<file path="src/rtl/image_loader.sv">
// rtl/image_loader.sv - streams 32-bit pixel words into four byte-wide image RAM banks.
module image_loader #(
  parameter int ADDR_W = 14,
  parameter int DEPTH  = 16384
) (
  input  logic              clk,
  input  logic              reset,
  input  logic              start,
  input  logic [ADDR_W:0]   num_words,
  input  logic              in_valid,
  input  logic [31:0]       in_data,
  output logic              in_ready,
  output logic [ADDR_W-1:0] image_ram_addr,
  output logic [7:0]        data_image_0,
  output logic [7:0]        data_image_1,
  output logic [7:0]        data_image_2,
  output logic [7:0]        data_image_3,
  output logic              we_image,
  output logic              busy,
  output logic              done,
  output logic              drop_err,
  output logic [ADDR_W:0]   words_written
);

  typedef enum logic [1:0] {IDLE, LOAD, DONE} state_t;

  localparam logic [ADDR_W:0] DEPTH_W = (ADDR_W + 1)'(DEPTH);
  localparam logic [ADDR_W:0] ONE     = {{ADDR_W{1'b0}}, 1'b1};

  state_t            state;
  logic [ADDR_W:0]   target;
  logic [ADDR_W:0]   count_next;
  logic              xfer;

  assign in_ready   = (state == LOAD);
  assign busy       = (state != IDLE);
  assign xfer       = in_valid & in_ready;
  assign count_next = words_written + ONE;

  always_ff @(posedge clk) begin
    if (reset) begin
      state          <= IDLE;
      target         <= '0;
      image_ram_addr <= '0;
      data_image_0   <= '0;
      data_image_1   <= '0;
      data_image_2   <= '0;
      data_image_3   <= '0;
      we_image       <= 1'b0;
      done           <= 1'b0;
      drop_err       <= 1'b0;
      words_written  <= '0;
    end else begin
      we_image <= 1'b0;
      done     <= 1'b0;

      // Write lands one cycle after the handshake; addr/data hold otherwise.
      if (xfer) begin
        we_image       <= 1'b1;
        image_ram_addr <= words_written[ADDR_W-1:0];
        data_image_0   <= in_data[7:0];
        data_image_1   <= in_data[15:8];
        data_image_2   <= in_data[23:16];
        data_image_3   <= in_data[31:24];
        words_written  <= count_next;
      end

      case (state)
        IDLE: begin
          if (start) begin
            words_written <= '0;
            if (num_words == '0) begin
              state <= DONE;
              done  <= 1'b1;
            end else begin
              target   <= (num_words > DEPTH_W) ? DEPTH_W : num_words;
              drop_err <= 1'b0;
              state    <= LOAD;
            end
          end else if (in_valid) begin
            drop_err <= 1'b1;
          end
        end
        LOAD: begin
          if (xfer && count_next == target) begin
            state <= DONE;
            done  <= 1'b1;
          end
        end
        DONE: begin
          state <= IDLE;
          if (in_valid) drop_err <= 1'b1;
        end
        default: state <= IDLE;
      endcase
    end
  end

endmodule

</file>
<file path="config.mk">
export PLATFORM = sky130hd
export DESIGN_NAME = image_loader
export DESIGN_NICKNAME = d
export VERILOG_FILES = /design/src/rtl/image_loader.sv
export SDC_FILE = /design/constraint.sdc
export NUM_CORES = 1
export LEC_CHECK = 0
export ABC_CLOCK_PERIOD_IN_PS = 2650
export CELL_PAD_IN_SITES_DETAIL_PLACEMENT = 1
export CELL_PAD_IN_SITES_GLOBAL_PLACEMENT = 1
export CORE_MARGIN = 5
export CORE_UTILIZATION = 31
export CTS_CLUSTER_DIAMETER = 30
export CTS_CLUSTER_SIZE = 30
export DETAILED_ROUTE_END_ITERATION = 7
export PLACE_DENSITY = 0.85
export SLEW_MARGIN = 10
export SYNTH_ARGS = -nofsm -noshare
export SYNTH_HDL_FRONTEND = slang
export SYNTH_SLANG_ARGS = --single-unit
</file>
<file path="constraint.sdc">
create_clock -name clk -period 2.65 [get_ports clk]
set_clock_uncertainty 0.15 [all_clocks]
set_input_delay 0.53 -clock clk [delete_from_list [all_inputs] [get_ports clk]]
set_output_delay 0.53 -clock clk [all_outputs]
set_load 0.05 [all_outputs]
</file>
==> impl_metrics.ini <==
[detailed_routing]
drt_iter0_markers = 177
first_pass_iters = 4
ant_nets = 0
num_vias = 3464
wl_per_cell_um = 16.7
drt-total-wl_um = 11500
via_per_inst = 5.01
drcViolationCount = 0

[global_routing]
grt_pass1_vias = 3706
grt_use_met2_pct = 30.2
use_met3_pct = 2.95
grt_overflow_total = 0
grt_pass1_wl_um = 18300
grt_busiest_layer = met2
gr-usage-met1_pct = 20.3
antenna_found_initial = 0
grt_max_degree = 32
grt_usage_pct = 16.9

[place]
io_buffers = 116
post_dp_cell_area_um2 = 4860
place_ws_ns = -0.0613
hpwl_um = 8530
routabilityCongestion = 0.859

[worst_setup_path]
crit_required_ns = 2.76
crit_arrival_ns = 2.64
cp-start-kind = flip-flop
worstSetupEndpointType = flip-flop
path_max_fanout = 7
crit_type = reg2reg

[synthesis]
synth.area.top_cells = dfxtp_1 46%, nand2_1 11%, a21oi_1 7.8%
synth_top_cell_by_area = dfxtp_1
synth_top_family_by_area = simple AND/OR/NAND/NOR gates
ys_warn_count = 0
avgSynthCellArea_um2 = 8.18
synth_xor_area_share_pct = 7.20
syn_nets = 483
synth_compound_area_share_pct = 17.5
synth-edff-count = 0
ys_ff_latch = 81
syn_inst = 431
synth_ff_type = dfxtp_1
netlist-cell-type-count = 55
synth_area_um2 = 3530
yosysSeqAreaShare_pct = 46.0
synthSimpleGateAreaFrac_pct = 24.2
synth-adder-area-share_pct = 0.355
synth_top_area_share_pct = 46.0
synthMuxAreaShare_pct = 0.284
synthArstFlopShare_pct = 0

[timing]
post-route-min-period_ns = 2.53
rsz0062_at_grt = false
drv_slew = 0
fmax_mhz = 395
slew_headroom_pct = 63.4
tns_ns = 0
tightest_slew_ns = 0.535
fin_crit_sh_pct = 95.5
hold_violations = 0
fin_ws_ns = 0.118
setup_violations = 0

[pwr]
leakage_uw = 0.00183
cellPowerDensity_nw_per_um2 = 582
report.power.total_uw = 3030
ir_drop_mv = 0.338

[outcome]
status = finished, final reports clean

[clock_network]
cts-buffers-inserted = 9
clk_pin_slew_ns = 0.06
clkSinkCount = 81
cts_buffer_depth = 2
cts_max_level = 3
post_cts_buffers = 0
cts_tree = done
cts_root_buf = clkbuf_16
clock_latency_ns = 0.33

[min_path]
hold_path_class = reg2reg

[finish]
num_antenna_cells = 0
fin_util_pct = 46.2
drive_above_1_share_pct = 9.49
area_growth_pct = 47.7
design_area_um2 = 5210
nNetsFinal = 596

[flow_run]
cap_violations = 0

[floorplanning]
die_h_um = 117
row_count = 39
fp.dieArea_um2 = 13600
core_um2 = 11300
start_util_pct = 31.3
die_w_um = 117
io_pins = 117
power breakdown:
| part | total [µW] | internal (µW) | switching [µW] |
|---|---|---|---|
| logic | 380 | 161 | 219 |
| registers | 1280 | 1250 | 27.0 |
| clock network | 1370 | 897 | 472 |
Yosys cell counts (2+ instances only):
cell type    n
a21oi_1     55
a2111oi_0    2
nand2b_1     3
a211oi_1     3
clkbuf_1    24
o211ai_1     4
nor3b_1      3
a21boi_1     2
nand3b_1     2
nand3_1      6
o2111ai_1    2
o21ai_0      4
xor2_1      14
buf_2        4
nand2_1    107
a22o_1      11
inv_1        3
nor2b_1      2
xnor2_1     15
o21a_1       2
and2_1       2
buf_4        4
nand4_1      5
nor2_1      31
nor3_1       4
nor4_1       6
dfxtp_1     81
a32oi_1      2
or2_2        2
cell usage in the layout, fill, tap and decap left out, types with 4 or more instances in the layout:
cell type and instances:
nand2_1 107, o211ai_1 4, dfxtp_1 78, xnor2_1 15
nor3_1 4, xor2_1 14, nor2_1 31, clkdlybuf4s50_1 115
a22o_1 11, a21oi_1 55, clkbuf_16 9, o21ai_0 4
nor4_1 6, nand4_1 5, buf_4 19, nand3_1 6
path summary, 6_finish.rpt:
kind                          start                end  slack, ns  cells past startpoint
setup reg to reg   words_written[0]               done       0.12                      7
hold / removal    image_ram_addr[7]  image_ram_addr[7]       0.31                      2
setup / recovery   words_written[0]               done       0.12                      7
hold reg to reg   image_ram_addr[7]  image_ram_addr[7]       0.31                      2
through the flow:
| stage | cells | hold WS [ns] |
|---|---|---|
| finish | 691 | 0.305 |
| floorplan | 431 | 0.320 |
| detailed placement | 676 | 0.302 |
| global route | 691 | 0.323 |
| CTS | 691 | 0.311 |
| global placement | 676 | 0.292 |
worst max-delay path: stages (launching register included):
cell	delay (ns)
dfxtp_2	0.44
ha_4	0.21
nand4_2	0.16
or3_4	0.38
or4_4	0.54
a32oi_2	0.20
o2111ai_1	0.19
a21boi_1	0.18
final cells by class:
class | instances | area (µm²)
clock buffer | 13 | 270
clock inverter | 2 | 60.1
fill | 1339 | 6070
inverter | 3 | 11.3
multi-input combinational | 314 | 1760
sequential | 81 | 1630
tap | 143 | 179
timing repair buffer | 135 | 1300
flip-flops by register name, indices dropped and copies added, names as in the netlist:
signal,count
target,15
data_image_0,8
data_image_2,8
state,2
image_ram_addr,14
data_image_1,8
we_image,1
data_image_3,8
words_written,15
done,1
drop_err,1
logic make-up (layout without fill, tap and decap cells):
logic type | after synthesis | in the layout
and+or+nand+nor | 186 | 186
AOI/OAI and AO/OA | 97 | 97
DFF | 81 | 81
buffers and inverters | 36 | 153
xor gates and xnor gates | 29 | 29
adders and majority gates | 1 | 1
muxes | 1 | 1
routing by layer:
layer  share of wire [%]  wire, µm  vias up
met4                 2.0       229        0
li1                    -         -     1699
met3                 5.0       578       15
met2                  50      5780       95
met5                   0         0        -
met1                  43      4960     1655
repair_timing:
| action | 4_1_cts | 5_1_grt |
|---|---|---|
| pin swaps | 0 | 0 |
| hold buffers | 0 | 0 |
| setup endpoints to repair | 2 | 2 |
| endpoints found under the hold margin | 0 | 0 |
| resized for setup | 2 | 1 |
(Power assumes the default switching activity.)
